`config.mk`:
```
export PLATFORM = sky130hd
export DESIGN_NAME = cell_paint_arbiter
export DESIGN_NICKNAME = d
export VERILOG_FILES = /design/src/rtl/cell_paint_arbiter.sv
export SDC_FILE = /design/constraint.sdc
export NUM_CORES = 1
export LEC_CHECK = 0
export BUFFER_PORTS_ARGS = -buffer_cell sky130_fd_sc_hd__buf_2
export CORE_UTILIZATION = 37
export CTS_CLUSTER_SIZE = 28
export DETAILED_ROUTE_END_ITERATION = 10
export HOLD_SLACK_MARGIN = 0.05
export SYNTH_ARGS = -nofsm -noshare
export SYNTH_HDL_FRONTEND = slang
export SYNTH_SLANG_ARGS = --single-unit
```
`constraint.sdc`:
```
create_clock -name clk -period 6 [get_ports clk]
set_clock_uncertainty 0.2 [all_clocks]
set_input_delay 0.6 -clock clk [delete_from_list [all_inputs] [get_ports clk]]
set_output_delay 0.6 -clock clk [all_outputs]
set_load 0.01 [all_outputs]
```
`src/rtl/cell_paint_arbiter.sv`:
```
// Round-robin arbiter between maze loader and solver; expands one granted cell
// into CELL_PX x CELL_PX frame-buffer writes. Optional macro: CELL_BORDER_EN.
module cell_paint_arbiter #(
  parameter int GRID_W  = 16,
  parameter int GRID_H  = 12,
  parameter int COORD_W = 4,
  parameter int CELL_PX = 8,
  parameter int COLOR_W = 8,
  parameter int ADDR_W  = 14,
  parameter logic [COLOR_W-1:0] BORDER_COLOR = '0
) (
  input  logic               clk,
  input  logic               rst_n,
  input  logic               m_valid,
  output logic               m_ready,
  input  logic [COORD_W-1:0] m_x,
  input  logic [COORD_W-1:0] m_y,
  input  logic [COLOR_W-1:0] m_color,
  output logic               m_done,
  input  logic               s_valid,
  output logic               s_ready,
  input  logic [COORD_W-1:0] s_x,
  input  logic [COORD_W-1:0] s_y,
  input  logic [COLOR_W-1:0] s_color,
  output logic               s_done,
  output logic               fb_we,
  input  logic               fb_ready,
  output logic [ADDR_W-1:0]  fb_addr,
  output logic [COLOR_W-1:0] fb_data,
  output logic               busy,
  output logic               err
);
  localparam int PW     = (CELL_PX > 1) ? $clog2(CELL_PX) : 1;
  localparam int ROW_PX = GRID_W * CELL_PX;
  localparam logic [PW-1:0] LAST = PW'(CELL_PX - 1);
`ifdef CELL_BORDER_EN
  localparam bit BORDER_EN = 1'b1;
`else
  localparam bit BORDER_EN = 1'b0;
`endif

  typedef enum logic [1:0] {IDLE, PAINT, DONE} state_t;
  typedef struct packed {
    logic [COORD_W-1:0] x;
    logic [COORD_W-1:0] y;
    logic [COLOR_W-1:0] color;
    logic               id;   // 1 = solver
  } req_t;

  state_t        state;
  req_t          req, in_req;
  logic          last_grant;  // 1 = solver served last
  logic [PW-1:0] px, py, nxt_px, nxt_py;
  logic          acc_m, acc_s, acc, in_range, on_edge;
  logic [COORD_W-1:0] tgt_x, tgt_y;
  logic [COLOR_W-1:0] tgt_color, nxt_data;
  logic [ADDR_W-1:0]  nxt_addr;
  logic [31:0]        full_addr;

  // {s_ready, m_ready}; with nobody asking, offer to whoever was not served last
  function automatic logic [1:0] pick(input logic mv, input logic sv, input logic lg);
    if (mv && sv) return lg ? 2'b01 : 2'b10;
    if (mv)       return 2'b01;
    if (sv)       return 2'b10;
    return lg ? 2'b01 : 2'b10;
  endfunction

  always_comb begin
    acc_m     = m_valid & m_ready;
    acc_s     = s_valid & s_ready;
    acc       = acc_m | acc_s;
    in_req.x     = acc_s ? s_x : m_x;
    in_req.y     = acc_s ? s_y : m_y;
    in_req.color = acc_s ? s_color : m_color;
    in_req.id    = acc_s;
    in_range  = (int'(in_req.x) < GRID_W) && (int'(in_req.y) < GRID_H);
    // In IDLE the first pixel is formed straight from the incoming request
    tgt_x     = (state == IDLE) ? in_req.x     : req.x;
    tgt_y     = (state == IDLE) ? in_req.y     : req.y;
    tgt_color = (state == IDLE) ? in_req.color : req.color;
    nxt_px    = (state == IDLE) ? '0 : px + 1'b1;
    nxt_py    = (state == IDLE) ? '0 : py + PW'(px == LAST);
    full_addr = (32'(tgt_y) * CELL_PX + 32'(nxt_py)) * ROW_PX
              + 32'(tgt_x) * CELL_PX + 32'(nxt_px);
    nxt_addr  = full_addr[ADDR_W-1:0];
    on_edge   = (nxt_px == '0) || (nxt_px == LAST) || (nxt_py == '0) || (nxt_py == LAST);
    nxt_data  = (BORDER_EN && on_edge) ? BORDER_COLOR : tgt_color;
  end

  assign busy = (state != IDLE);

  always_ff @(posedge clk or negedge rst_n) begin
    if (!rst_n) begin
      state      <= IDLE;
      req        <= '0;
      last_grant <= 1'b1;
      px         <= '0;
      py         <= '0;
      m_ready    <= 1'b0;
      s_ready    <= 1'b0;
      m_done     <= 1'b0;
      s_done     <= 1'b0;
      err        <= 1'b0;
      fb_we      <= 1'b0;
      fb_addr    <= '0;
      fb_data    <= '0;
    end else begin
      m_done <= 1'b0;
      s_done <= 1'b0;
      err    <= 1'b0;
      unique case (state)
        IDLE: begin
          if (acc) begin
            req        <= in_req;
            last_grant <= acc_s;
            m_ready    <= 1'b0;
            s_ready    <= 1'b0;
            px         <= '0;
            py         <= '0;
            if (in_range) begin
              state   <= PAINT;
              fb_we   <= 1'b1;
              fb_addr <= nxt_addr;
              fb_data <= nxt_data;
            end else begin
              state  <= DONE;
              m_done <= ~acc_s;
              s_done <= acc_s;
              err    <= 1'b1;
            end
          end else begin
            {s_ready, m_ready} <= pick(m_valid, s_valid, last_grant);
          end
        end
        PAINT: begin
          if (fb_ready) begin
            if (px == LAST && py == LAST) begin
              state  <= DONE;
              fb_we  <= 1'b0;
              m_done <= ~req.id;
              s_done <= req.id;
            end else begin
              px      <= nxt_px;
              py      <= nxt_py;
              fb_addr <= nxt_addr;
              fb_data <= nxt_data;
            end
          end
        end
        DONE: begin
          state              <= IDLE;
          {s_ready, m_ready} <= pick(m_valid, s_valid, last_grant);
        end
        default: state <= IDLE;
      endcase
    end
  end
endmodule

```
==> results of run 1 <==
[where the power goes]
part           leakage, nW  internal (mW)  switching, mW
Sequential           0.671          0.524         0.0965
Clock               0.0482         0.0933          0.113
Combinational        0.908          0.286          0.281
Total                 1.63          0.903          0.491
[layer usage]
metal | up-vias | track usage
met5 | - | 0
met4 | 0 | 0.06009
met3 | 7 | 0.03891
met2 | 55 | 0.2321
met1 | 860 | 0.2106
li1 | 920 | -
[sequential cells by signal, indices dropped and copies added (netlist names)]
register / count
req: 17
fb_addr: 14
fb_data: 8
px: 3
py: 3
state: 2
err: 1
fb_we: 1
last_grant: 1
m_done: 1
m_ready: 1
s_done: 1
s_ready: 1
[synthesized netlist by cell type, drive strengths merged, types with 3 or more instances]
cell type,count,share of area
buf,10,0.025
o21ai,36,0.071
clkbuf,3,0.0044
dfrtp,53,0.52
mux2,17,0.096
ha,4,0.020
inv,4,0.0059
a22o,7,0.024
nand2,42,0.063
mux2i,16,0.063
a21o,3,0.0088
nor2,8,0.014
a21oi,3,0.010
[per-stage QoR]
stage          instances    util  cell area, sq um
2_1_floorplan        229       -              2545
3_3_place_gp         360  0.4477              2908
3_5_place_dp         360  0.4477              2908
4_1_cts              368  0.4618              2999
5_1_grt              368  0.4618              2999
6_report             368  0.4618              2999
[kinds of logic (layout without fill, tap and decap cells)]
logic type               after synthesis  in the layout  synth area share
flip-flops                            54             54            0.5315
multiplexers                          33             33            0.1588
AO/OA/AOI/OAI                         56             56            0.1352
buffers and inverters                 17             79           0.03490
AND/OR/NAND/NOR                       63             63            0.1126
XOR/XNOR                               1              1          0.003442
adder cells (fa/ha/maj)                5              5           0.02360
[worst paths after layout]
check	from	end	slack, ns	cells after the start
max in group asynchronous	rst_n	py[1]	4.95	2
max reg2reg	state[1]	fb_addr[3]	3.33	5
min in group clk	req[6]	req[6]	0.28	2
max	state[1]	fb_addr[3]	3.33	5
min	rst_n	m_ready	0.20	2
min reg2reg	req[6]	req[6]	0.28	2
[cell type report]
cell class | count | area share
clock buffer | 7 | 0.02879
multi-input combinational | 158 | 0.3680
timing repair buffer | 67 | 0.1135
sequential | 54 | 0.4510
inverter | 4 | 0.005006
clock inverter | 1 | 0.001669
tap | 77 | 0.03212
[placed cells by master, fill, tap and decap left out, drive strengths merged]
cell type,netlist,final
a22oi,2,2
o211ai,1,1
inv,4,4
dfstp,1,1
a21o,3,3
o21ai,36,36
nand3b,1,1
nand3,1,1
nand2b,1,1
a21boi,1,1
nor3,2,2
dfrtp,53,53
a22o,7,7
and2,2,2
nand2,42,42
o22ai,2,2
and3,2,2
mux2,17,17
or3,1,1
buf,10,67
mux2i,16,16
clkbuf,3,7
o31ai,1,1
a21oi,3,3
nor2,8,8
xor2,1,1
clkinv,0,1
ha,4,4
nor3b,1,1
nand4,2,2
maj3,1,1
==> flow_summary.ini, run 1 <==
[clocking]
cts.repair.resized = 0
cts_tree = yes
clk_pin_slew_worst_paths_ns = 0.09
cts_hold_repair.buffers = 0
numClockSinks = 54
cts-buffers-inserted = 5
ctsRootBufferMaster = clkbuf_8
number_of_buffers_added_for_setup_after_cts = 0
clock_insertion_delay_worst_skew_ns = 0.30
cts.htree.levels = 2
cts.path.max_buffers = 2

[placement]
place_ws_ns = 3.234
post-dp-hpwl_um = 3407
port-buffer-count = 65
gp_congestion = 0.7250

[logic_synthesis]
mappedNetlistArea_sq_mm = 0.002545
ys.warnings.count = 0
postSynth.topFlopCell = dfrtp_1
async_reset_ff_frac = 1.000
synth-edff-count = 0
yosys_register_bits = 54
postSynthCellCount = 229
syn_nets = 270
post_synth_num_cell_types = 36
synth_sequential_area_ratio = 0.5315
post_synth.cell_area_avg_sq_um = 11.11

[timing]
max-slew-margin-rel = 0.2794
finalSetupViolations = 0
rsz0062_at_grt = no
period_share = 0.4455
drv_slew = 0
timing.final.ws_setup_ns = 3.327
tightestPinTransition_ns = 1.081
highest_clock_rate_ghz = 0.3741
timing.final.hold_violations = 0
finalSetupTns_ns = 0
timing.hold.ws_ns = 0.2011
final_period_minus_worst_setup_slack_ns = 2.673

[die]
chipHeight_um = 84.94
fp-row-count = 29
ioPinCount = 66
die_width_um = 84.94
fp.coreArea_sq_mm = 0.006495
floorplan.die_area_sq_mm = 0.007214
initial_core_util = 0.3918

[routing]
antenna_violating_nets_post_route = 0
detail_route.iter0.violations = 108
drt_pre_antenna_iters = 10
wl_met2_um = 2207
avgRoutedWirePerCell_um = 13.52
drcViolationCount = 7
m1WireLength_um = 2412
wire_length_on_met3_um = 299
dr.max_layer_used = met4
postRouteWirelength_um = 4975
total_via_count_in_the_routed_design = 1842
viasPerCell = 5.005

[setup_path]
timing.critical_path.mode_cell = nor2_2
timing.critical_path.arrival_ns = 2.67
timing.critical_path.cells = nor2_2 -> inv_2 -> nor2_2 -> a21oi_4 -> mux2_2
critical_path.top_delay_family = compound AO/OA/AOI/OAI gates
cpPeakStageDelay_ns = 0.74
crit_required_ns = 6.00
endpoint_kind = register
type_of_the_setup_path_with_the_least_slack = register to register
timing.critical_path.from_type = register
cp_bufs_invs = 1
critPathSlowestCell = a21oi_4
critPathMaxFanout = 40

[power]
maximum_vdd_drop_mv = 0.1829
totalPowerFinal_mw = 1.394
power.static_leakage_nw = 1.627
pwr_density_cell_mw_per_mm2 = 464.9

[global_routing]
antenna_violations_before_repair = 0
via_count_of_the_first_global_routing_pass = 1810
groute.usage.overall = 0.1528
grt_start_max_net_pins = 55
grt_overflow_total = 0
grt_pass1_wl_um = 8556

[layout]
layout.area.seq_sq_mm = 0.001353
layout.nets = 331
multi_input_comb_area_sq_mm = 0.001104
num-fill-cells = 635
layout-drive-gt1-share = 0.3402
antennaDiodeCount = 0
area.growth.synth_to_final_pct = 17.85

[job]
max_cap_violations = 0

[hold_path]
hold_path_class = primary input to asynchronous set/reset pin

[status]
violations = design-rule violations
run_status = finished with violations
(Power assumes the default switching activity.)
==> run 2: changes to the inputs <==
==> constraint.sdc (replaced) <==
create_clock -name clk -period 2.45 [get_ports clk]
set_clock_uncertainty 0.2 [all_clocks]
set_input_delay 0.245 -clock clk [delete_from_list [all_inputs] [get_ports clk]]
set_output_delay 0.245 -clock clk [all_outputs]
set_load 0.01 [all_outputs]
==> run 2 against run 1 <==
  * The flow still finishes with violations (design-rule violations)
  * Wire length grew 2.7%
  * Fmax increased by 24%
  * Sequential cell count stayed put
  * Sequential power is 140% higher
  * Combinational power increased to 2.6 times the previous value
  * Critical endpoint is now px[0]
==> flow_summary.ini, run 2 (synthesis gave the netlist of run 1 again) <==
[global_routing]
antenna_violations_before_repair = 0
grt_pass1_wl_um = 8790
groute.usage.overall = 0.1545
grt_overflow_total = 0
grt_start_max_net_pins = 40
via_count_of_the_first_global_routing_pass = 1849

[placement]
post-dp-hpwl_um = 3563
port-buffer-count = 65
gp_congestion = 0.7416

[timing]
timing.final.hold_violations = 0
timing.hold.ws_ns = 0.05237
finalSetupTns_ns = 0
final_period_minus_worst_setup_slack_ns = 2.157
period_share = 0.8804
highest_clock_rate_ghz = 0.4636
tightestPinTransition_ns = 0.6232
rsz0062_at_grt = no
finalSetupViolations = 0
max-slew-margin-rel = 0.5845
drv_slew = 0

[routing]
drt_pre_antenna_iters = 10
postRouteWirelength_um = 5109
viasPerCell = 4.865
drcViolationCount = 7
antenna_violating_nets_post_route = 0
total_via_count_in_the_routed_design = 1873
avgRoutedWirePerCell_um = 13.27
detail_route.iter0.violations = 113

[layout]
area.growth.synth_to_final_pct = 24.29
layout.cells.most_common = buf_2
layout.cells.most_common_list = buf_2 (65), dfrtp_1 (53), nand2_1 (41), o21ai_0 (36), mux2i_1 (16)
largest_reg_flops = 17
num-fill-cells = 607
multi_input_comb_area_sq_mm = 0.001104
layout.area.seq_sq_mm = 0.001353
largest_register = req
layout-drive-gt1-share = 0.3474
antennaDiodeCount = 0
layout.nets = 348
reg.largest.list = req: 17 flops, fb_addr: 14 flops, fb_data: 8 flops

[power]
maximum_vdd_drop_mv = 0.4622
pwr_density_cell_mw_per_mm2 = 1099
power.static_leakage_nw = 1.701

[setup_path]
crit_required_ns = 2.44
type_of_the_setup_path_with_the_least_slack = register to register
timing.critical_path.from_type = register
timing.critical_path.arrival_ns = 2.15
endpoint_kind = register
critPathMaxFanout = 14

[die]
die_width_um = 84.94
floorplan.die_area_sq_mm = 0.007214
initial_core_util = 0.3918
chipHeight_um = 84.94
ioPinCount = 66
fp-row-count = 29
fp.coreArea_sq_mm = 0.006495

[clocking]
clock_insertion_delay_worst_skew_ns = 0.31
cts.htree.levels = 2
cts_hold_repair.buffers = 10
clk_pin_slew_worst_paths_ns = 0.09
numClockSinks = 54
number_of_buffers_added_for_setup_after_cts = 0
cts_tree = yes
cts.path.max_buffers = 2
ctsRootBufferMaster = clkbuf_8
cts-buffers-inserted = 5
cts.repair.resized = 0

[status]
violations = design-rule violations
run_status = finished with violations

[job]
max_cap_violations = 0

[hold_path]
hold_path_class = primary input to register
-- run 2: cell types whose count changed in the layout (fill, tap and decap cells not counted), sizes merged --
cell	before	now
dlygate4sd3	0	10
buf	67	74
clkbuf	7	5
clkinv	1	2
clkinvlp	0	1
-- run 2: layout make-up --
type,instances,share of cell area
clock buffer,5,0.02176
clock inverter,3,0.006725
inverter,4,0.004747
multi-input combinational,158,0.3489
sequential,54,0.4276
tap,77,0.03046
timing repair buffer,84,0.1598
-- run 2: worst paths after layout --
| check | from | endpoint | slack, ns | depth (start not counted) |
|---|---|---|---|---|
| setup / recovery | px[0] | px[0] | 0.29 | 7 |
| hold / removal | m_color[5] | req[6] | 0.05 | 3 |
| setup reg to reg | px[0] | px[0] | 0.29 | 7 |
| hold reg to reg | req[0] | m_done | 0.28 | 1 |
| max in group asynchronous | rst_n | last_grant | 1.16 | 3 |
| min in group asynchronous | rst_n | err | 0.27 | 2 |
-- run 2: metrics by stage --
| stage | std cells | utilization | instance area (sq um) | power [mW] | setup slack, ns |
|---|---|---|---|---|---|
| after floorplan | 229 | - | 2545 | 2.531 | 0.4292 |
| after global placement | 367 | 0.4577 | 2973 | 2.963 | 0.3605 |
| after detailed placement | 367 | 0.4577 | 2973 | 2.995 | 0.3116 |
| after CTS | 385 | 0.4870 | 3163 | 3.532 | 0.2941 |
| after global routing | 385 | 0.4870 | 3163 | 3.767 | 0.1798 |
| final | 385 | 0.4870 | 3163 | 3.476 | 0.2930 |
-- run 2: per-layer routing --
layer | GRT usage | share of wire | vias to the layer above
met5 | 0 | 0 | -
met2 | 0.2380 | 0.43 | 53
met3 | 0.02821 | 0.044 | 5
met4 | 0.04622 | 0.0094 | 0
li1 | - | - | 955
met1 | 0.2231 | 0.52 | 860
-- run 2: worst max-delay path, cell delays in order, from the launching register on --
cell     delay (ns)
dfrtp_1        0.41
ha_1           0.21
ha_1           0.19
nand4_1        0.16
nor3b_4        0.27
buf_4          0.22
nor2_1         0.11
mux2_2         0.28
-- run 2: where the power goes --
part | internal [mW] | switching [mW] | total, mW
combinational | 0.756 | 0.696 | 1.45
clock | 0.202 | 0.301 | 0.503
sequential | 1.28 | 0.237 | 1.52
total | 2.24 | 1.23 | 3.48
==> run 3: changes to the inputs <==
--- a/config.mk
+++ b/config.mk
@@ -10,6 +10,8 @@
 export CTS_CLUSTER_SIZE = 28
 export DETAILED_ROUTE_END_ITERATION = 10
 export HOLD_SLACK_MARGIN = 0.05
+export PLACE_DENSITY = 0.62
+export RECOVER_POWER = 50
 export SYNTH_ARGS = -nofsm -noshare
 export SYNTH_HDL_FRONTEND = slang
 export SYNTH_SLANG_ARGS = --single-unit
==> run 3 against run 2 <==
  * The flow still finishes with violations (design-rule violations)
  * Clock power is 4.4% higher
  * Critical path depth did not move
  * Register-to-register slack is essentially flat
  * Count of clock-buffer cells in the layout unchanged
  * Fmax fell by 0.66%
  * Critical path type unchanged
  * Critical endpoint unchanged
  * Largest cell class unchanged
  * Highest routed layer unchanged
==> flow_summary.ini, run 3 (synthesis gave the netlist of run 1 again) <==
[status]
run_status = finished with violations
violations = design-rule violations

[layout]
largest_register = req
largest_reg_flops = 17
post_layout_instance_area_sq_mm = 0.003112
antennaDiodeCount = 0
layout.cells.most_common = dfrtp_1
layout.nets = 346
layout.cells.most_common_list = dfrtp_1 (53), nand2_1 (41), buf_2 (38), o21ai_0 (36), clkbuf_1 (27)
area.growth.synth_to_final_pct = 22.27
layout-drive-gt1-share = 0.2647
final_cells = 383
reg.largest.list = req: 17 flops, fb_addr: 14 flops, fb_data: 8 flops

[setup_path]
critPathMaxFanout = 14
timing.critical_path.from_type = register
cpPeakStageDelay_ns = 0.41
r2r_setup_slack_ns = 0.28
timing.critical_path.mode_cell = ha_1
type_of_the_setup_path_with_the_least_slack = register to register
timing.critical_path.arrival_ns = 2.17
timing.critical_path.cells = ha_1 -> ha_1 -> nand4_1 -> nor3b_4 -> buf_4 -> nor2_1 -> mux2_2
crit_required_ns = 2.45
endpoint_kind = register
critPathSlowestCell = dfrtp_1

[global_routing]
via_count_of_the_first_global_routing_pass = 1867
grt_pass1_wl_um = 8776
antenna_violations_before_repair = 0
groute.usage.overall = 0.1543
grt_start_max_net_pins = 40
grt_overflow_total = 0

[die]
die_width_um = 84.94
floorplan.die_area_sq_mm = 0.007214
fp.coreArea_sq_mm = 0.006495
ioPinCount = 66
chipHeight_um = 84.94
fp-row-count = 29
initial_core_util = 0.3918

[placement]
post-dp-hpwl_um = 3704
port-buffer-count = 65
placed_area_sq_mm = 0.002980
placed_cells_incl_taps = 368
gp_congestion = 0.7396
place_ws_ns = 0.2673

[clocking]
cts_tree = yes
cts.htree.levels = 2
numClockSinks = 54
cts.repair.resized = 0
ctsRootBufferMaster = clkbuf_8
clock_insertion_delay_worst_skew_ns = 0.31
clk_pin_slew_worst_paths_ns = 0.11
cts-buffers-inserted = 5
cts.path.max_buffers = 2

[timing]
drv_slew = 0
tightestPinTransition_ns = 1.494
rsz0062_at_grt = no
finalSetupViolations = 0
period_share = 0.8862
max-slew-margin-rel = 0.003859
timing.final.ws_setup_ns = 0.2788
finalSetupTns_ns = 0
highest_clock_rate_ghz = 0.4606
timing.final.hold_violations = 0
final_period_minus_worst_setup_slack_ns = 2.171

[routing]
total_via_count_in_the_routed_design = 1899
drt_pre_antenna_iters = 8
antenna_violating_nets_post_route = 0
drcViolationCount = 9
postRouteWirelength_um = 5200
detail_route.iter0.violations = 108
avgRoutedWirePerCell_um = 13.58
viasPerCell = 4.958

[power]
maximum_vdd_drop_mv = 0.4834
pwr_density_cell_mw_per_mm2 = 1112
power.static_leakage_nw = 1.604

[hold_path]
hold_path_class = primary input to register

[job]
max_cap_violations = 0
run 3: cell types whose count changed in the layout (fill, tap and decap cells not counted), sizes merged:
cell and change:
dlygate4sd3 -3, clkbuf +27, clkinvlp -1, buf -26, inv +2, clkinv -1
run 3: critical path, delay by kind of cell, from the launching register on:
| family | cells | cell delay, ns |
|---|---|---|
| adder cells (fa/ha/maj) | 2 | 0.41 |
| flip-flops | 1 | 0.41 |
| multiplexers | 1 | 0.28 |
| buffers and inverters | 1 | 0.23 |
| AND/OR/NAND/NOR | 3 | 0.54 |
run 3: metal layers:
metal,GRT usage,share of wire,vias to the layer above
li1,-,-,949
met1,0.2181,0.50,901
met2,0.2409,0.44,45
met3,0.02821,0.045,4
met4,0.05085,0.0085,0
met5,0,0,-
run 3: power breakdown:
| part | switching (mW) | leakage [nW] | internal, mW |
|---|---|---|---|
| clock | 0.314 | 0.0491 | 0.211 |
| sequential | 0.247 | 0.671 | 1.28 |
| combinational | 0.698 | 0.884 | 0.707 |
| total | 1.26 | 1.60 | 2.20 |
run 3: worst paths after layout:
kind	from	to	depth (start not counted)
worst max-delay path	px[0]	px[0]	7
max in group asynchronous	rst_n	py[0]	2
worst min register to register	fb_addr[8]	fb_addr[8]	1
worst min-delay path	s_color[7]	req[8]	3
worst max register to register	px[0]	px[0]	7
min in group asynchronous	rst_n	s_ready	2
run 3: cell type report:
type / count / area [sq um]
fillers: 644 / 3383
repair buffers: 82 / 449.2
inverters: 4 / 15.01
well taps: 77 / 96.34
clock inverters: 3 / 26.28
flip-flops and latches: 54 / 1353
clock buffers: 5 / 68.82
multi-input cells: 158 / 1104
run 3: through the flow:
stage	util	power [mW]	hold slack [ns]
floorplan	-	2.531	-0.2506
global placement	0.4589	2.963	0.09022
detailed placement	0.4589	3.003	0.09093
CTS	0.4843	3.553	0.05029
global route	0.4791	3.738	0.08399
finish	0.4791	3.461	0.04736
run 3: what timing repair did:
item,in CTS,in global routing
endpoints found under the hold margin,27,0
hold buffers,7,0
buffers inserted,0,0
